## src/rtl/uart_transmitter_fifo_if.sv

```systemverilog
// uart_transmitter_fifo_if: ready/valid character push channel into the UART transmit FIFO.
interface uart_transmitter_fifo_if #(
    parameter int DATA_BITS = 8
);
    logic [DATA_BITS-1:0] data_in;
    logic                 data_in_valid;
    logic                 data_in_ready;
    modport master (output data_in, data_in_valid, input data_in_ready);
    modport slave (input data_in, data_in_valid, output data_in_ready);
endinterface

```

## src/rtl/uart_transmitter_fifo.sv

```systemverilog
// uart_transmitter_fifo: FIFO-buffered UART transmitter with configurable data bits, parity and stop bits.
module uart_transmitter_fifo #(
    parameter int CLOCK_FREQ = 125_000_000,
    parameter int BAUD_RATE  = 115_200,
    parameter int DATA_BITS  = 8,
    parameter int PARITY     = 0,
    parameter int STOP_BITS  = 1,
    parameter int FIFO_DEPTH = 8
) (
    input  logic                        clk,
    input  logic                        reset,
    uart_transmitter_fifo_if.slave      in_if,
    output logic                        serial_out,
    output logic                        tx_busy,
    output logic [$clog2(FIFO_DEPTH):0] fifo_count
);
    localparam int SYMBOL_EDGE_TIME = CLOCK_FREQ / BAUD_RATE;
    localparam int CW = SYMBOL_EDGE_TIME > 1 ? $clog2(SYMBOL_EDGE_TIME) : 1;
    localparam int AW = $clog2(FIFO_DEPTH);
    localparam logic [CW-1:0] LAST_CLK = CW'(SYMBOL_EDGE_TIME - 1);
    localparam logic [2:0] LAST_DATA = 3'(DATA_BITS - 1);
    localparam logic [2:0] LAST_STOP = 3'(STOP_BITS - 1);
    localparam logic [AW:0] DEPTH = (AW + 1)'(FIFO_DEPTH);

    typedef enum logic [2:0] {S_IDLE, S_START, S_DATA, S_PARITY, S_STOP} state_t;

    state_t               state_q, state_d;
    logic [CW-1:0]        clk_cnt_q, clk_cnt_d;
    logic [2:0]           bit_idx_q, bit_idx_d;
    logic [DATA_BITS-1:0] shift_q, shift_d;
    logic                 parity_q, parity_d;
    logic                 serial_q, serial_d;
    logic [DATA_BITS-1:0] mem_q [FIFO_DEPTH];
    logic [AW-1:0]        wr_ptr_q, rd_ptr_q;
    logic [AW:0]          count_q;
    logic [DATA_BITS-1:0] head;
    logic                 empty, full, fire, pop, bit_end;

    assign head = mem_q[rd_ptr_q];
    assign empty = count_q == '0;
    assign full = count_q == DEPTH;
    assign fire = in_if.data_in_valid && !full;
    assign bit_end = clk_cnt_q == LAST_CLK;
    // Popping at the end of the last stop bit chains frames with no idle gap.
    assign pop = !empty && (state_q == S_IDLE || (state_q == S_STOP && bit_end && bit_idx_q == LAST_STOP));
    assign in_if.data_in_ready = !full;
    assign serial_out = serial_q;
    assign tx_busy = state_q != S_IDLE || !empty;
    assign fifo_count = count_q;

    always_comb begin
        state_d = state_q;
        clk_cnt_d = bit_end ? '0 : clk_cnt_q + 1'b1;
        bit_idx_d = bit_idx_q;
        shift_d = shift_q;
        parity_d = parity_q;
        case (state_q)
            S_IDLE: clk_cnt_d = '0;
            S_START: if (bit_end) begin
                state_d = S_DATA;
                bit_idx_d = '0;
            end
            S_DATA: if (bit_end) begin
                shift_d = shift_q >> 1;
                bit_idx_d = bit_idx_q + 1'b1;
                if (bit_idx_q == LAST_DATA) begin
                    state_d = PARITY != 0 ? S_PARITY : S_STOP;
                    bit_idx_d = '0;
                end
            end
            S_PARITY: if (bit_end) state_d = S_STOP;
            S_STOP: if (bit_end) begin
                bit_idx_d = bit_idx_q + 1'b1;
                if (bit_idx_q == LAST_STOP) begin
                    state_d = S_IDLE;
                    bit_idx_d = '0;
                end
            end
            default: state_d = S_IDLE;
        endcase
        if (pop) begin
            state_d = S_START;
            clk_cnt_d = '0;
            shift_d = head;
            parity_d = ^head ^ (PARITY == 2);
        end
        // The line level is registered from the next state so it cannot glitch mid-bit.
        serial_d = state_d == S_START ? 1'b0 : state_d == S_DATA ? shift_d[0] : state_d == S_PARITY ? parity_d : 1'b1;
    end

    always_ff @(posedge clk) begin
        if (reset) begin
            state_q <= S_IDLE;
            clk_cnt_q <= '0;
            bit_idx_q <= '0;
            shift_q <= '0;
            parity_q <= 1'b0;
            serial_q <= 1'b1;
            wr_ptr_q <= '0;
            rd_ptr_q <= '0;
            count_q <= '0;
        end else begin
            state_q <= state_d;
            clk_cnt_q <= clk_cnt_d;
            bit_idx_q <= bit_idx_d;
            shift_q <= shift_d;
            parity_q <= parity_d;
            serial_q <= serial_d;
            if (fire) wr_ptr_q <= wr_ptr_q + 1'b1;
            if (pop) rd_ptr_q <= rd_ptr_q + 1'b1;
            count_q <= count_q + (AW + 1)'(fire) - (AW + 1)'(pop);
        end
    end

    always_ff @(posedge clk) begin
        if (fire) mem_q[wr_ptr_q] <= in_if.data_in;
    end
endmodule

```

## src/flat_wrapper.sv

```systemverilog
// flat-port wrapper written by rule: the top's interface ports become plain ports
module uart_transmitter_fifo_flat 
#(
    parameter int CLOCK_FREQ = 125_000_000,
    parameter int BAUD_RATE  = 115_200,
    parameter int DATA_BITS  = 8,
    parameter int PARITY     = 0,
    parameter int STOP_BITS  = 1,
    parameter int FIFO_DEPTH = 8
)
  (clk, reset, serial_out, tx_busy, fifo_count, in_if_data_in, in_if_data_in_valid, in_if_data_in_ready);
  uart_transmitter_fifo_if #(.DATA_BITS(DATA_BITS)) in_if_i ();
  input  logic clk;
  input  logic reset;
  output logic serial_out;
  output logic tx_busy;
  output logic [$clog2(FIFO_DEPTH):0] fifo_count;
  input wire logic [$bits(in_if_i.data_in)-1:0] in_if_data_in;
  input wire logic [$bits(in_if_i.data_in_valid)-1:0] in_if_data_in_valid;
  output wire logic [$bits(in_if_i.data_in_ready)-1:0] in_if_data_in_ready;
  assign in_if_i.data_in = in_if_data_in;
  assign in_if_i.data_in_valid = in_if_data_in_valid;
  assign in_if_data_in_ready = in_if_i.data_in_ready;
  uart_transmitter_fifo #(.CLOCK_FREQ(CLOCK_FREQ), .BAUD_RATE(BAUD_RATE), .DATA_BITS(DATA_BITS), .PARITY(PARITY), .STOP_BITS(STOP_BITS), .FIFO_DEPTH(FIFO_DEPTH)) u_core (.clk(clk), .reset(reset), .in_if(in_if_i), .serial_out(serial_out), .tx_busy(tx_busy), .fifo_count(fifo_count));
endmodule
```

## config.mk

```make
export PLATFORM = sky130hd
export DESIGN_NAME = uart_transmitter_fifo_flat
export DESIGN_NICKNAME = d
export VERILOG_FILES = /design/src/rtl/uart_transmitter_fifo_if.sv /design/src/rtl/uart_transmitter_fifo.sv /design/src/flat_wrapper.sv
export SDC_FILE = /design/constraint.sdc
export NUM_CORES = 1
export LEC_CHECK = 0
export CAP_MARGIN = 20
export CORE_ASPECT_RATIO = 1.75
export CORE_MARGIN = 5
export CORE_UTILIZATION = 30
export DETAILED_ROUTE_END_ITERATION = 10
export GPL_TIMING_DRIVEN = 0
export PLACE_DENSITY = 0.47
export SYNTH_ARGS = -nofsm -noshare
export SYNTH_HDL_FRONTEND = slang
export SYNTH_SLANG_ARGS = --single-unit
```

## constraint.sdc

```tcl
create_clock -name clk -period 9 [get_ports clk]
set_clock_uncertainty 0.1 [all_clocks]
set_input_delay 2.25 -clock clk [delete_from_list [all_inputs] [get_ports clk]]
set_output_delay 2.25 -clock clk [all_outputs]
set_load 0.02 [all_outputs]
```

* After elaboration in Yosys (flattened, before gate mapping) *
Memory sizes are Yosys's and may differ from the RTL's. A register that Yosys moved wholly into a read port is not among the register bits.
Index checks and enable logic that the tools add are counted.

storage, ports and cells
  output and inout port bits = 7
  memories = 1
  input port bits = 11
  flip-flop bits (word level) = 37
  logic and storage cells = 74
  bits in writable memories = 64

operators by class
  reductions and logical operators = 19
  add/subtract/negate cells = 6
  mux-type cells = 25
  equal/unequal tests = 13

memories
  memory        words  bits a word  rd ports  clocked after Yosys merged registers in  write ports  line                         source
  u_core.mem_q  8      8            1         1                                        1            uart_transmitter_fifo.sv:33  logic [DATA_BITS-1:0] mem_q [FIFO_DEPTH];

operator list
  cell                     number
  $mux W3                  14
  $mux W8                  3
  $pmux W3 S5              1
  $eq A3 B2 Y1 const B     4
  $add A11 B1 Y11 const B  1
  $eq A11 B11 Y1 const B   1
  $add A3 B1 Y3 const B    3
  $pmux W3 S3              1
  $reduce_xor A8 Y1        1
  $eq A3 B1 Y1 const B     2
  $eq A3 B3 Y1 const B     2
  $logic_not A3 Y1         2
  $mux W1                  6
  $ne A2 B1 Y1 const B     3
  $reduce_bool A3 Y1       2
  $add A4 B1 Y4            1
  $eq A4 B4 Y1 const B     1
  $logic_and A1 B1 Y1      4
  $logic_not A4 Y1         1
  $reduce_and A4 Y1        1
  $reduce_bool A2 Y1       2
  $reduce_or A4 Y1         1
  $sub A4 B1 Y4            1
  $logic_not A1 Y1         2
  other kinds (2)          3

* Depth between registers and ports, before layout *
Gate-level depths: netlist (run 1).

  word-level depth = 10
  depth in mapped cells = 14
  gate-level depth less buffers = 12

* Worst setup path after synthesis (run 1) *
OpenSTA, ideal clock, no wires.

  kind = in2reg
  from = input in_if_data_in_valid
  to = memory u_core.mem_q[0][0] (enable)
  arrival time = 3.300 ns
  setup time = 0.383 ns
  required time = 8.517 ns
  path buffers = 1
  setup slack = 5.217 ns
  stages on the path = 4
  path through = and2_1 > clkbuf_1 > nand2b_1 > nor3_1

between the ends
  word-level cells in the longest chain between the ends = 3

RTL lines
  what                           line                          source
  from (decl)                    flat_wrapper.sv:19            input wire logic [$bits(in_if_i.data_in_valid)-1:0] in_if_data_in_valid;
  $logic_and A1 B1 Y1            uart_transmitter_fifo.sv:42   assign fire = in_if.data_in_valid && !full;
  via u_core.fire                uart_transmitter_fifo.sv:37   logic empty, full, fire, pop, bit_end;
  $mux W1                        uart_transmitter_fifo.sv:116  if (fire) mem_q[wr_ptr_q] <= in_if.data_in;
  $mux W1 (not written as such)  uart_transmitter_fifo.sv:116
  to (decl)                      uart_transmitter_fifo.sv:33

The timed path passes the listed nets, and every way through them passes these cells.

* Worst setup path in the final report (run 1) *
  from = register u_core.state_q[0]
  to = output tx_busy

between the ends
  word-level cells in the longest chain between the ends = 2

RTL lines
  what                    line                          source
  from (decl)             uart_transmitter_fifo.sv:27   state_t state_q, state_d;
  from (signal assigned)  uart_transmitter_fifo.sv:103  state_q <= state_d;
  $reduce_bool A3 Y1      uart_transmitter_fifo.sv:48   assign tx_busy = state_q != S_IDLE || !empty;
  $logic_or A1 B1 Y1      uart_transmitter_fifo.sv:48
  to (decl)               flat_wrapper.sv:16            output logic tx_busy;

No other way between the ends.

==> results of run 1 <==
-- logic make-up after synthesis --
logic type	after synthesis	share of synthesized area
AO/OA/AOI/OAI	31	0.0455
XOR/XNOR	18	0.0421
adder cells (fa/ha/maj)	14	0.0415
buffers and inverters	30	0.0290
flip-flops	104	0.619
multiplexers	27	0.113
AND/OR/NAND/NOR	102	0.110
-- final cells by class --
type,instances,area [um^2]
plain buffers,16,75.1
multi-input cells,192,1560
inverters,14,52.6
well taps,180,225
flip-flops and latches,104,2720
fillers,1444,9230
clock inverters,6,76.3
repair buffers,19,194
clock buffers,10,229
-- worst register-to-register path, delay by kind of cell (launching register included) --
family,cells,cell delay (ns)
compound gates,1,0.33
xor+xnor,1,0.16
fa+ha+maj,4,0.94
buf+inv,5,0.69
flops,1,0.35
simple gates,3,0.66
-- worst max path at each step --
stage / endpoint / start
final: tx_busy / u_core.state_q[0]
after global placement: u_core.mem_q[0][0] / in_if_data_in_valid
after CTS: u_core.mem_q[4][4] / in_if_data_in_valid
after global routing: tx_busy / u_core.state_q[0]
after detailed placement: u_core.mem_q[4][3] / in_if_data_in_valid
after floorplan: u_core.mem_q[0][0] / in_if_data_in_valid
-- metal layers --
metal,vias to the layer above,GRT usage
li1,1246,-
met1,1225,0.110
met2,25,0.219
met3,9,0.0254
met4,0,0.0399
met5,-,0
-- power by group through the flow --
stage          combinational (uW)  sequential [uW]  clock [uW]
6_report                      447              587         404
5_1_grt                       500              593         438
4_1_cts                       462              588         418
3_5_place_dp                  459              598           0
3_3_place_gp                  452              598           0
2_1_floorplan                 327              602           0
-- cells in the mapped netlist (7+ instances only) --
cell      instances
inv_1            14
dfxtp_1          40
nand3_1          10
ha_1             13
xor2_1            9
a21oi_1          13
nand2_1          18
mux2i_1           7
nor3_1            9
xnor2_1           7
clkbuf_1          8
edfxtp_1         64
nor2_1           39
mux4_2           10
-- registers in the layout, summed over array words and instances, names as in the netlist, named ones only --
register and cells:
u_core.fifo_count 4, u_core.mem_q 64, u_core.serial_out 1, u_core.parity_q 1, u_core.bit_idx_q 3, u_core.rd_ptr_q 3
u_core.shift_q 8, u_core.state_q 3, u_core.clk_cnt_q 11, u_core.wr_ptr_q 3
-- cells in the final DEF, fill, tap and decap left out, types with 4 or more instances in the layout --
master           instances
nor3_1                   7
edfxtp_1                64
nand3_1                 10
clkbuf_1                 9
nand2b_1                 6
a211oi_1                 6
dfxtp_1                 40
xor2_1                   9
clkbuf_16                9
buf_6                    4
inv_1                   14
nand2_1                 18
mux4_2                  10
clkdlybuf4s50_1         16
mux2_2                   4
nor2b_1                  5
ha_1                    13
a21oi_1                 13
mux2i_1                  7
mux4_1                   6
xnor2_1                  7
nor2_1                  39
and3_1                   4
-- metrics by stage --
| stage | total power, uW | utilization |
|---|---|---|
| floorplan | 929 | - |
| global placement | 1050 | 0.333 |
| detailed placement | 1060 | 0.335 |
| CTS | 1470 | 0.357 |
| global route | 1530 | 0.357 |
| finish | 1440 | 0.357 |
==> summary.txt, run 1 <==
Setup TNS Final -> 0 ns
critical-path maximum fanout -> 10
Routed wire per std cell -> 16.5 um
Setup Buffers After CTS -> 0
Placed Area -> 4820 um^2
starting density of the core -> 0.306
net load switching power -> 434 uW
First-pass DRT Iterations -> 4
buffers added on ports -> 16
HPWL Detailed -> 6270 um
hold_ws -> 0.360 ns
Place WS -> 4.29 ns
measured slew at the worst slew-check pin -> 1.01 ns
WL met1 -> 3450 um
CP Data Required Time -> 6.65 ns
DR WL met2 -> 5180 um
overall die area -> 17300 um^2
mean post-synth cell area -> 13.5 um^2
vias in the first global route -> 2683
post-synth net total -> 351
crit path DAT -> 1.94 ns
die width -> 102 um
Power Density -> 280 nW/um^2
Slew HR -> 0.327
drt via density -> 4.63
crit path launch type -> flip-flop
CTS Buffer Depth -> 2
area leader, netlist -> edfxtp_1
final setup fails -> 0
Synth top area share -> 0.437
CP max stage cell -> clkdlybuf4s50_1
Num CTS Buffers -> 9
IO Count -> 18
Residual DRC -> 0
worst skew pair latency -> 0.34 ns
largest net degree at the start of global routing -> 20
cts-stage hold buffer count -> 0
final std cells w/o fill -> 541
cell row count -> 58
reg2reg start -> u_core.clk_cnt_q[0]
fmax -> 0.233 GHz
Main synth FF type -> edfxtp_1
Worst Setup Path Type -> reg2out
top sig layer -> met4
clock sinks -> 104
synth top area cells -> edfxtp_1 (44%), dfxtp_1 (18%), mux4_2 (5.1%), ha_1 (3.7%), mux4_1 (3.6%)
Max Cap Viol -> 0
combinational share of power -> 0.311
layout cell share with drive strength beyond 1 -> 0.114
global-route wire length before repair -> 14300 um
sequential share of power -> 0.408
via count -> 2505
core area -> 14400 um^2
slowest stage delay, CP -> 0.57 ns
final net count -> 381
HP Class -> reg2reg
reg2reg path depth -> 14
P_leak -> 0.00175 uW
worst setup margin -> 4.71 ns
Seq/Total Area, Yosys -> 0.619
DR iter-0 viols -> 62
CTS root buf -> clkbuf_16
Ant. Diodes -> 0
GPL Wtd Cong -> 0.704
Final Max Tran Viols -> 0
RSZ-0062 raised after global routing -> no
met3 wire len -> 177 um
hold depth -> 2
delay-heaviest family, CP -> buffers and inverters
cts repair resizes -> 0
antenna violations before repair -> 0
internal power of the cells -> 1000 uW
cells along the critical path -> clkbuf_1 > nor3_1 > nand3_1 > clkdlybuf4s50_1
Clk pwr share -> 0.281
share of flip-flops with an asynchronous set or reset -> 0
finished layout cell area -> 5140 um^2
Worst IR Drop VDD -> 129 uV
CTS tree -> yes
Hold Path Origin -> u_core.shift_q[3]
crit path time final -> 4.29 ns
Worst Path Buf+Inv -> 2
Cells after Synth -> 326
Yosys reg bits -> 104
Global Route Usage Sum -> 0.112
area delta synth->final -> 16.7%
Sw Share -> 0.302
final hold violation count -> 0
final period utilization -> 0.477
Clock Pin Slew Worst Setup and Hold Paths -> 0.07 ns
antenna-violating nets left -> 0
Levels on crit path -> 4
Die Height -> 170 um
outcome -> complete, no violations
RR Endpoint -> u_core.fifo_count[2]
Post-synth EDFFs -> 64
synthesized cell area -> 4400 um^2
Post-Place Cells -> 524
YS warnings -> 0
final wirelength -> 8940 um
Hold EP -> u_core.shift_q[3]
Setup crit end kind -> output pin
Netlist cell types -> 43
R2R Setup Slk -> 5.67 ns
total grt overflow -> 0
H-Tree Depth -> 3
Power figures use the tool's default switching activity.
==> run 2, diff against run 1 <==
--- a/config.mk
+++ b/config.mk
@@ -11,7 +11,7 @@
 export CORE_UTILIZATION = 30
 export DETAILED_ROUTE_END_ITERATION = 10
 export GPL_TIMING_DRIVEN = 0
-export PLACE_DENSITY = 0.47
+export PLACE_DENSITY = 0.49
 export SYNTH_ARGS = -nofsm -noshare
 export SYNTH_HDL_FRONTEND = slang
 export SYNTH_SLANG_ARGS = --single-unit
==> constraint.sdc (replaced) <==
create_clock -name clk -period 3.6 [get_ports clk]
set_clock_uncertainty 0.1 [all_clocks]
set_input_delay 0.9 -clock clk [delete_from_list [all_inputs] [get_ports clk]]
set_output_delay 0.9 -clock clk [all_outputs]
set_load 0.02 [all_outputs]
==> run 2 against run 1 <==
Effect of this change:
- critical path type is now reg2reg
- final cell count shrank 0.18%
- register-to-register slack lost 5.3 ns
- count of clock-buffer cells in the layout is the same
- via count grew 0.68%
- wire length shrank 4.2%
- first-iteration DRC count grew 19%
- sequential power grew to 2.5 times the previous value
- global-route usage shrank 0.60 points
- combinational power grew to 2.5 times the previous value
- largest power group unchanged
- hold slack gained 0.0077 ns
- clock power grew 130%
- flip-flop and latch count is the same
==> summary.txt, run 2 (same netlist as run 1, synthesis figures left out) <==
IO Count -> 18 (unchanged)
final hold violation count -> 0 (unchanged)
RR Endpoint -> u_core.fifo_count[2]
Hold EP -> u_core.shift_q[5]
top flop regs -> u_core.mem_q: 64 flops, u_core.clk_cnt_q: 11 flops, u_core.shift_q: 8 flops
Hold Path Origin -> u_core.shift_q[5]
Slew HR -> 0.349 (+0.0227)
DR iter-0 viols -> 74 (+19%)
Clock Pin Slew Worst Setup and Hold Paths -> 0.08 ns (about the same)
layout cell share with drive strength beyond 1 -> 0.114 (+0.000315)
worst skew pair latency -> 0.34 ns (about the same)
measured slew at the worst slew-check pin -> 0.972 ns (-0.0339 ns)
final period utilization -> 0.897
final wirelength -> 8560 um (-4.2%)
HPWL Detailed -> 6090 um (-2.9%)
Power Density -> 690 nW/um^2 (+150%)
Most flops, register -> u_core.mem_q
reg2reg start -> u_core.clk_cnt_q[0]
crit path launch type -> flip-flop
Max Cap Viol -> 0 (unchanged)
clock sinks -> 104 (unchanged)
Layout Utilization -> 0.355 (-0.00218)
Residual DRC -> 0 (unchanged)
max FFs per register -> 64 (unchanged)
fill count -> 1417 (-1.9%)
cell row count -> 58 (unchanged)
global-route wire length before repair -> 13900 um (-3.4%)
Die Height -> 170 um (unchanged)
buffers added on ports -> 16 (unchanged)
GPL Wtd Cong -> 0.701 (-0.30%)
CP Data Required Time -> 3.72 ns (-2.93 ns)
antenna-violating nets left -> 0 (unchanged)
RSZ-0062 raised after global routing -> no
fmax -> 0.310 GHz
CTS Buffer Depth -> 2 (unchanged)
crit path DAT -> 3.35 ns (+1.41 ns)
final net count -> 380 (-0.26%)
drt via density -> 4.67 (+0.87%)
antenna violations before repair -> 0 (unchanged)
core area -> 14400 um^2 (unchanged)
final std cells w/o fill -> 540 (-0.18%)
R2R Setup Slk -> 0.37 ns (-5.30 ns)
Num CTS Buffers -> 9 (unchanged)
reg2reg path depth -> 14 (unchanged)
Final Max Tran Viols -> 0 (unchanged)
HP Class -> reg2reg
final setup fails -> 0 (unchanged)
area occupied by multi-input gates -> 1570 um^2 (+0.40%)
Ant. Diodes -> 0 (unchanged)
Global Route Usage Sum -> 0.106 (-0.00600)
die width -> 102 um (unchanged)
area delta synth->final -> 16.0%
Placed Area -> 4820 um^2 (unchanged)
Setup crit end kind -> flip-flop
outcome -> complete, no violations
Post-Place Cells -> 524 (unchanged)
Worst Setup Path Type -> reg2reg
finished layout cell area -> 5100 um^2 (-0.61%)
Routed wire per std cell -> 15.9 um (-4.1%)
largest net degree at the start of global routing -> 20 (unchanged)
hold depth -> 2 (unchanged)
vias in the first global route -> 2672 (-0.41%)
overall die area -> 17300 um^2 (unchanged)
storage element area -> 2720 um^2 (unchanged)
critical-path maximum fanout -> 10 (unchanged)
commonest non-fill, non-tap cell in the layout -> edfxtp_1
First-pass DRT Iterations -> 4 (unchanged)
via count -> 2522 (+0.68%)
most frequent cells in the layout -> edfxtp_1 (64), dfxtp_1 (40), nor2_1 (39), nand2_1 (18), clkdlybuf4s50_1 (16)
total grt overflow -> 0 (unchanged)
CTS tree -> yes
crit path time final -> 3.23 ns
CTS root buf -> clkbuf_16
Worst IR Drop VDD -> 344 uV (+170%)
starting density of the core -> 0.306 (unchanged)
P_leak -> 0.00172 uW (-1.3%)
H-Tree Depth -> 3 (unchanged)
Power Total -> 3520 uW (+140%)
-- run 2: power breakdown --
part           total (uW)  switching (uW)  internal (uW)  leakage (uW)
Clock                 934             454            480      0.000132
Combinational        1120             562            557      0.000684
Sequential           1470            63.9           1400      0.000908
Total                3520            1080           2440       0.00172
-- run 2: area by class of cell --
| class | count | area share |
|---|---|---|
| Sequential cell | 104 | 0.533 |
| Multi-Input combinational cell | 192 | 0.307 |
| Clock buffer | 10 | 0.0449 |
| Tap cell | 180 | 0.0441 |
| Timing Repair Buffer | 18 | 0.0358 |
| Buffer | 16 | 0.0147 |
| Inverter | 14 | 0.0103 |
| Clock inverter | 6 | 0.00980 |
-- run 2: timing repair --
action / 4_1_cts / 5_1_grt
hold buffers: 0 / 0
gates resized for setup: 0 / 1
setup buffers: 0 / 0
endpoints found under the setup margin: 0 / 1
-- run 2: worst max-delay path by stage --
| stage | from | endpoint | depth (start not counted) |
|---|---|---|---|
| floorplan | u_core.clk_cnt_q[0] | u_core.fifo_count[2] | 14 |
| global placement | in_if_data_in_valid | u_core.mem_q[0][3] | 5 |
| detailed placement | u_core.clk_cnt_q[0] | u_core.fifo_count[2] | 14 |
| CTS | u_core.clk_cnt_q[0] | u_core.fifo_count[2] | 14 |
| global route | u_core.clk_cnt_q[0] | u_core.fifo_count[2] | 14 |
| finish | u_core.clk_cnt_q[0] | u_core.fifo_count[2] | 14 |
-- run 2: critical path, stage by stage (launching register included) --
cell,delay (ns)
dfxtp_1,0.35
inv_1,0.07
ha_1,0.15
nor4bb_2,0.34
a41o_1,0.30
and3_1,0.16
buf_2,0.22
buf_2,0.29
ha_1,0.27
inv_1,0.05
ha_1,0.16
inv_1,0.06
fa_1,0.37
xor2_1,0.16
nor2_1,0.05
-- run 2: metrics by stage --
step                hold WS [ns]  TNS (ns)  setup slack [ns]
floorplan                  0.337         0             0.752
global placement           0.350     -1.59            -0.120
detailed placement         0.356         0             0.285
CTS                        0.366         0             0.273
global route               0.383         0            0.0639
finish                     0.367         0             0.373
-- run 2: per-layer routing --
metal | GRT usage | wire length [um]
met5 | 0 | 0
met4 | 0.0347 | 116
met3 | 0.0209 | 163
met1 | 0.113 | 3370
met2 | 0.202 | 4910
==> run 3, diff against run 2 <==
--- a/config.mk
+++ b/config.mk
@@ -12,6 +12,7 @@
 export DETAILED_ROUTE_END_ITERATION = 10
 export GPL_TIMING_DRIVEN = 0
 export PLACE_DENSITY = 0.49
+export REMOVE_ABC_BUFFERS = 1
 export SYNTH_ARGS = -nofsm -noshare
 export SYNTH_HDL_FRONTEND = slang
 export SYNTH_SLANG_ARGS = --single-unit
==> run 3 against run 2 <==
Effect of this change:
- critical path depth decreased by 2
- final cell count decreased by 2.2%
- die area unchanged
- combinational power decreased by 4%
- first-iteration DRC count increased by 55%
- hold slack got worse by 0.0055 ns
- register-to-register slack improved by 0.16 ns
- maximum frequency increased by 5.4%
- clock power increased by 6.1%
- count of clock-buffer cells in the layout decreased by 1
- setup slack improved by 0.16 ns
- non-clock buffer count decreased by 12
- critical endpoint unchanged
==> summary.txt, run 3 (same netlist as run 1, synthesis figures left out) <==
outcome -> complete, no violations
Num CTS Buffers -> 9 (unchanged)
crit path launch type -> flip-flop
worst skew pair latency -> 0.34 ns (about the same)
antenna-violating nets left -> 0 (unchanged)
Worst Setup Path Type -> reg2reg
via count -> 2456 (-2.6%)
Slew HR -> 0.361 (+0.0116)
crit path time final -> 3.06 ns (-0.165 ns)
P_leak -> 0.00173 uW (+0.33%)
R2R Setup Slk -> 0.54 ns (+0.16 ns)
Place WS -> 0.174 ns (-0.111 ns)
overall die area -> 17300 um^2 (unchanged)
global-route wire length before repair -> 13500 um (-2.9%)
most frequent cells in the layout -> edfxtp_1 (64), dfxtp_1 (40), nor2_1 (39), nand2_1 (18), clkdlybuf4s50_1 (17)
Power Density -> 697 nW/um^2 (+1.1%)
Hold EP -> u_core.shift_q[2]
RR Endpoint -> u_core.fifo_count[2]
Most flops, register -> u_core.mem_q
First-pass DRT Iterations -> 4 (unchanged)
Ant. Diodes -> 0 (unchanged)
drt via density -> 4.65 (-0.40%)
cts-stage hold buffer count -> 0 (unchanged)
layout cell share with drive strength beyond 1 -> 0.112 (-0.00182)
fmax -> 0.327 GHz (+5.4%)
vias in the first global route -> 2640 (-1.2%)
IO Count -> 18 (unchanged)
reg2reg start -> u_core.clk_cnt_q[0]
cell row count -> 58 (unchanged)
Residual DRC -> 0 (unchanged)
Clock Pin Slew Worst Setup and Hold Paths -> 0.07 ns (about the same)
core area -> 14400 um^2 (unchanged)
max FFs per register -> 64 (unchanged)
total grt overflow -> 0 (unchanged)
HP Class -> reg2reg
Post-Place Cells -> 509 (-2.9%)
final period utilization -> 0.851 (-0.0458)
worst setup margin -> 0.537 ns (+0.165 ns)
Setup crit end kind -> flip-flop
Final Max Tran Viols -> 0 (unchanged)
die width -> 102 um (unchanged)
CTS Buffer Depth -> 2 (unchanged)
Max Cap Viol -> 0 (unchanged)
final wirelength -> 8150 um (-4.8%)
H-Tree Depth -> 3 (unchanged)
crit path DAT -> 3.20 ns (-0.15 ns)
final net count -> 368 (-3.2%)
final setup fails -> 0 (unchanged)
Hold Path Origin -> u_core.shift_q[2]
hold depth -> 2 (unchanged)
final hold violation count -> 0 (unchanged)
buffers added on ports -> 17 (+1)
Worst IR Drop VDD -> 386 uV (+12%)
largest net degree at the start of global routing -> 29 (+45%)
top flop regs -> u_core.mem_q: 64 flops, u_core.clk_cnt_q: 11 flops, u_core.shift_q: 8 flops
CTS root buf -> clkbuf_16
commonest non-fill, non-tap cell in the layout -> edfxtp_1
Die Height -> 170 um (unchanged)
starting density of the core -> 0.306 (unchanged)
Global Route Usage Sum -> 0.103 (-0.00245)
critical-path maximum fanout -> 19 (+9)
reg2reg path depth -> 12 (-2)
area delta synth->final -> 16.2%
measured slew at the worst slew-check pin -> 0.955 ns (-0.0173 ns)
CTS tree -> yes
antenna violations before repair -> 0 (unchanged)
DR iter-0 viols -> 115 (+55%)
RSZ-0062 raised after global routing -> no
Setup TNS Final -> 0 ns (unchanged)
Routed wire per std cell -> 15.4 um (-2.6%)
fill count -> 1405 (-0.85%)
HPWL Detailed -> 5870 um (-3.6%)
final std cells w/o fill -> 528 (-2.2%)
GPL Wtd Cong -> 0.699 (-0.33%)
CP Data Required Time -> 3.74 ns (+0.02 ns)
clock sinks -> 104 (unchanged)
==> run 3: cell count changes in the layout (fill, tap and decap cells not counted), moves of 2 or more <==
cell	before	now
clkbuf_1	9	0
buf_6	3	1
buf_1	3	0
buf_16	0	2
buf_2	3	0
==> run 3: where the power goes <==
part	total [uW]	switching (uW)	leakage (uW)	internal, uW
registers	1510	108	0.000908	1400
clock network	991	445	0.000144	546
logic	1070	513	0.000677	553
==> run 3: cell type report <==
cell class              instances  area, um^2  area share
multi-input cells             192        1560       0.305
flip-flops and latches        104        2720       0.532
clock buffers                   9         225      0.0440
clock inverters                 7        76.3      0.0149
repair buffers                 22         251      0.0492
inverters                      14        52.6      0.0103
well taps                     180         225      0.0440
==> run 3: layer usage <==
metal  GRT usage  wire length (um)  part of all wire
met5           0                 0                 0
met4      0.0428               155             0.019
met2       0.201              4750              0.58
met3      0.0201               122             0.015
met1       0.103              3130              0.38
==> run 3: critical path, stage by stage (launching register included) <==
cell      delay [ns]
dfxtp_1         0.35
inv_1           0.07
ha_1            0.13
nor4bb_1        0.42
a41o_1          0.30
and3_2          0.44
ha_1            0.30
inv_1           0.05
ha_1            0.15
inv_1           0.05
fa_1            0.38
xor2_1          0.16
nor2_1          0.05
==> run 3: worst max-delay path by stage <==
stage | start | endpoint | slack, ns
2_1_floorplan | u_core.clk_cnt_q[0] | u_core.fifo_count[2] | 0.72
3_5_place_dp | u_core.clk_cnt_q[0] | u_core.fifo_count[2] | 0.17
3_3_place_gp | in_if_data_in_valid | u_core.mem_q[0][4] | -0.11
5_1_grt | u_core.clk_cnt_q[0] | u_core.fifo_count[2] | 0.24
6_report | u_core.clk_cnt_q[0] | u_core.fifo_count[2] | 0.54
4_1_cts | u_core.clk_cnt_q[0] | u_core.fifo_count[2] | 0.17
==> run 3: timing repair <==
item	in CTS	in global routing
gates resized for setup	0	1
setup endpoints to repair	0	1
buffers inserted	0	0
==> run 3: stage by stage <==
stage | hold WS, ns | instance area, um^2 | utilization | power (uW)
detailed placement | 0.353 | 4750 | 0.331 | 2610
global route | 0.397 | 5120 | 0.356 | 3810
CTS | 0.364 | 5050 | 0.352 | 3600
finish | 0.362 | 5120 | 0.356 | 3570
floorplan | 0.331 | 4330 | - | 2280
global placement | 0.350 | 4720 | 0.329 | 2580
==> RTL edit 1 (config.mk and constraints of run 3) <==
`CLOCK_FREQ` is set to 125_000_000 in 2 places; all go to 62_500_000.
--- a/src/rtl/uart_transmitter_fifo.sv
+++ b/src/rtl/uart_transmitter_fifo.sv
@@ -1,5 +1,5 @@
 // uart_transmitter_fifo: FIFO-buffered UART transmitter with configurable data bits, parity and stop bits.
 module uart_transmitter_fifo #(
-    parameter int CLOCK_FREQ = 125_000_000,
+    parameter int CLOCK_FREQ = 62_500_000,
     parameter int BAUD_RATE  = 115_200,
     parameter int DATA_BITS  = 8,
--- a/src/flat_wrapper.sv
+++ b/src/flat_wrapper.sv
@@ -2,5 +2,5 @@
 module uart_transmitter_fifo_flat 
 #(
-    parameter int CLOCK_FREQ = 125_000_000,
+    parameter int CLOCK_FREQ = 62_500_000,
     parameter int BAUD_RATE  = 115_200,
     parameter int DATA_BITS  = 8,
Check against the original RTL: no difference found for any inputs over 10 cycles, from zero or initial values and one cycle with reset high; that may be too few to reach the edited logic, so the function may still have changed.
==> RTL edit 1 against run 3 <==
Sequential cell count is 1 lower; non-clock buffer count fell by 3; area after synthesis shrank 0.60%; cell area decreased by 1.7%; via count shrank 1.8%; total power decreased by 3.3%; worst setup slack got worse by 0.22 ns; clock power down 4.5%; worst hold slack better by 0.027 ns; routed wire length is 0.92% lower; maximum frequency decreased by 6.6%; count of clock-buffer cells in the layout unchanged; combinational power shrank 6%; critical path type unchanged; critical endpoint unchanged; highest routed layer unchanged.
==> RTL edit 1: results (changes against run 3) <==
| Metric | Value |
|---|---|
| Status | `completed` |
| # port buffers | `17 (unchanged)` |
| Synth Area in Compound Gates | `4.06% (-0.49 points)` |
| Met1 global-route usage | `10.8% (+0.54 points)` |
| Wire per inst | `15.5 um (+0.41%)` |
| Crit path DAT | `3.41 ns (+0.21 ns)` |
| Via count | `2411 (-1.8%)` |
| GPL Wtd Cong | `0.747 (+6.9%)` |
| Worst-margin pin slew | `0.969 ns (+0.0140 ns)` |
| Top cells by area, synth | `edfxtp_1, dfxtp_1, mux4_2` |
| Post-synthesis xor/xnor area fraction | `4.20% (about the same)` |
| Mux share of post-synthesis cell area | `12.3% (+1.0 points)` |
| Hold slack | `0.389 ns (+0.0266 ns)` |
| NumNets Final | `361 (-1.9%)` |
| Largest registers | `u_core.mem_q: 64 flops, u_core.clk_cnt_q: 10 flops, u_core.shift_q: 8 flops` |
| Max IR drop VDD | `270 uV (-30%)` |
| Reg2reg setup slack | `0.32 ns (-0.22 ns)` |
| Layout cell share with drive strength beyond 1 | `9.97% (-1.2 points)` |
| Global-route wire length before repair | `13200 um (-2.1%)` |
| Drt first pass iters | `5 (+1)` |
| Adder-cell share of the synthesized area | `4.18% (+0.025 points)` |
| Most frequent cells after synthesis | `edfxtp_1, nor2_1, dfxtp_1` |
| Distinct cells, synth | `45 (+4.7%)` |
| Startpoint of the worst hold path | `u_core.rd_ptr_q[1]` |
| Met3 global-route usage | `2.06% (+0.047 points)` |
| Drt initial violations | `39 (-66%)` |
| Overall Global Routing Usage | `10.2% (-0.11 points)` |
[RTL edit 1: worst max-delay path: stages (launching register included)]
cell,delay (ns)
dfxtp_1,0.45
ha_1,0.19
nor4b_2,0.32
nand4_1,0.21
a221o_1,0.59
inv_2,0.22
ha_1,0.25
inv_1,0.05
ha_1,0.16
inv_1,0.06
fa_1,0.37
xor2_1,0.15
nor2_1,0.05
[RTL edit 1: cell type report]
cell class | instances | area [um^2]
inverters | 13 | 48.8
fillers | 1442 | 9340
clock buffers | 9 | 225
flip-flops and latches | 103 | 2700
well taps | 180 | 225
clock inverters | 7 | 62.6
repair buffers | 19 | 213
multi-input cells | 190 | 1550
[RTL edit 1: kinds of logic after synthesis]
| family | count (synthesis) |
|---|---|
| AOI/OAI and AO/OA | 28 |
| xor gates and xnor gates | 21 |
| adders and majority gates | 14 |
| buffers and inverters | 28 |
| DFF | 103 |
| muxes | 31 |
| and+or+nand+nor | 96 |
[RTL edit 1: where the power goes]
group	switching (W)	leakage (nW)	internal (W)
logic	0.000510	0.678	0.000502
registers	0.000104	0.900	0.00139
clock network	0.000462	0.139	0.000484
total	0.00108	1.72	0.00238
[RTL edit 1: how the worst max path moves through the flow]
| stage | start | end |
|---|---|---|
| floorplan | u_core.clk_cnt_q[0] | u_core.fifo_count[2] |
| global placement | in_if_data_in_valid | u_core.mem_q[0][6] |
| detailed placement | u_core.clk_cnt_q[0] | u_core.fifo_count[2] |
| CTS | u_core.clk_cnt_q[0] | u_core.fifo_count[2] |
| global route | u_core.clk_cnt_q[0] | u_core.fifo_count[3] |
| finish | u_core.clk_cnt_q[0] | u_core.fifo_count[2] |
[RTL edit 1: per-stage QoR]
step           cells  power, W  cell area [um^2]  worst slack [ns]
4_1_cts          519   0.00349              4980             0.235
5_1_grt          521   0.00366              5030            0.0862
3_5_place_dp     503   0.00253              4700             0.257
2_1_floorplan    306   0.00224              4290             0.794
3_3_place_gp     503   0.00252              4690            0.0462
6_report         521   0.00345              5030             0.321
[RTL edit 1: metal layers]
layer  share of wire (%)  vias to the layer above
met5                   0                        -
li1                    -                     1192
met4                 2.4                        0
met1                  40                     1180
met2                  56                       24
met3                 2.3                       15
==> RTL edit 2 (config.mk and constraints of run 3) <==
Made on the original files. `shift_q` no longer has a reset.
--- a/src/rtl/uart_transmitter_fifo.sv
+++ b/src/rtl/uart_transmitter_fifo.sv
@@ -94,5 +94,4 @@
             clk_cnt_q <= '0;
             bit_idx_q <= '0;
-            shift_q <= '0;
             parity_q <= 1'b0;
             serial_q <= 1'b1;
@@ -104,5 +103,4 @@
             clk_cnt_q <= clk_cnt_d;
             bit_idx_q <= bit_idx_d;
-            shift_q <= shift_d;
             parity_q <= parity_d;
             serial_q <= serial_d;
@@ -114,4 +112,8 @@
 
     always_ff @(posedge clk) begin
+        shift_q <= shift_d;
+    end
+
+    always_ff @(posedge clk) begin
         if (fire) mem_q[wr_ptr_q] <= in_if.data_in;
     end
Check against the original RTL: same outputs for any inputs over 10 cycles, from zero or initial values and one cycle with reset high; that may be too few to reach the edited logic, so the function may still have changed.
==> RTL edit 2 against run 3 <==
Sequential cell count stayed put; via count is 1.5% lower; cell area is 1.7% lower; largest cell class unchanged; total power is 4.3% lower; non-clock buffer count is 4 lower; worst hold slack worse by 0.0031 ns; area after synthesis hardly changed; maximum frequency is 7.3% lower; worst setup slack worse by 0.24 ns; synthesized cell count is 3.4% lower; highest routed layer unchanged; routed wire length is 0.39% lower.
==> RTL edit 2: results (changes against run 3) <==
| Metric | Value |
|---|---|
| Worst-margin pin slew | `1.02 ns (+0.0615 ns)` |
| Met1 global-route usage | `10.0% (-0.30 points)` |
| Routed met2 length | `4800 um (+1.1%)` |
| GPL Wtd Cong | `0.724 (+3.6%)` |
| Wl on met1 | `3010 um (-3.8%)` |
| Crit path DAT | `3.41 ns (+0.21 ns)` |
| WL final | `8120 um (-0.39%)` |
| P_seq | `0.00156 W (+3%)` |
| DP Cell Count | `500 (-1.8%)` |
| Via count | `2419 (-1.5%)` |
| Combinational fraction of design power | `27.8% (-2.1 points)` |
| Mux share of post-synthesis cell area | `11.0% (-0.34 points)` |
| Global-route wire length before repair | `13000 um (-3.2%)` |
| Layout cell share with drive strength beyond 1 | `9.52% (-1.7 points)` |
| Setup Slack @ Placement | `0.275 ns (+0.101 ns)` |
| FF-to-FF path depth | `11 (-1)` |
| Layout fillers | `1422 (+1.2%)` |
| Met3 wire len | `176 um (+44%)` |
| Drt first pass iters | `4 (unchanged)` |
| Max stage delay cell, worst path | `or3_1` |
| Largest net degree at the start of global routing | `21 (-28%)` |
| Post-synthesis xor/xnor area fraction | `4.38% (+0.17 points)` |
| Met2 global-route usage | `19.6% (-0.48 points)` |
| Status | `completed` |
| Top cells by area, synth | `edfxtp_1, dfxtp_1, mux4_2` |
| Met3 global-route usage | `2.42% (+0.41 points)` |
| CP Max Fanout | `11 (-8)` |
| Hold slack | `0.359 ns (-0.00306 ns)` |
| Pleak | `1.69 nW (-2.5%)` |
| Max IR drop VDD | `277 uV (-28%)` |
| Pwr dens | `679 mW/mm^2 (-2.6%)` |
| Drt initial violations | `58 (-50%)` |
| Int Pwr | `0.00238 W (-4.7%)` |
| Adder-cell share of the synthesized area | `4.15% (about the same)` |
| Worst Hold End | `u_core.clk_cnt_q[0]` |
| Hold path cells | `1 (-1)` |
| Final HPWL DP | `5770 um (-1.8%)` |
| Synth Instances | `315 (-3.4%)` |
| Worst setup margin | `0.297 ns (-0.241 ns)` |
| Post-Layout Cell Count | `516 (-2.3%)` |
| Worst Setup EP | `u_core.fifo_count[2]` |
| NumNets Final | `356 (-3.3%)` |
| Overall Global Routing Usage | `10.1% (-0.20 points)` |
## RTL edit 2: cell types whose count changed in the layout (fill, tap and decap cells not counted), moves of 6 or more
cell | run 3 | this run
a211oi_1 | 6 | 0
dfxtp_1 | 40 | 33
edfxtp_1 | 64 | 71
nor2_1 | 39 | 33
o21ai_0 | 3 | 9
## RTL edit 2: area by class of cell
type                    instances  area [um^2]  share of cell area [%]
repair buffers                 18          198                    3.93
well taps                     180          225                    4.48
inverters                      13         48.8                   0.971
clock inverters                 6         41.3                   0.821
flip-flops and latches        104         2790                    55.6
multi-input cells             185         1490                    29.7
clock buffers                  10          229                    4.55
## RTL edit 2: worst max-delay path, delay by kind of cell, from the launching register on
family	cells	cell delay, ns
flip-flops	1	0.34
buffers and inverters	3	0.41
AO/OA/AOI/OAI	1	0.43
XOR/XNOR	1	0.18
AND/OR/NAND/NOR	3	0.93
adder cells (fa/ha/maj)	3	0.79
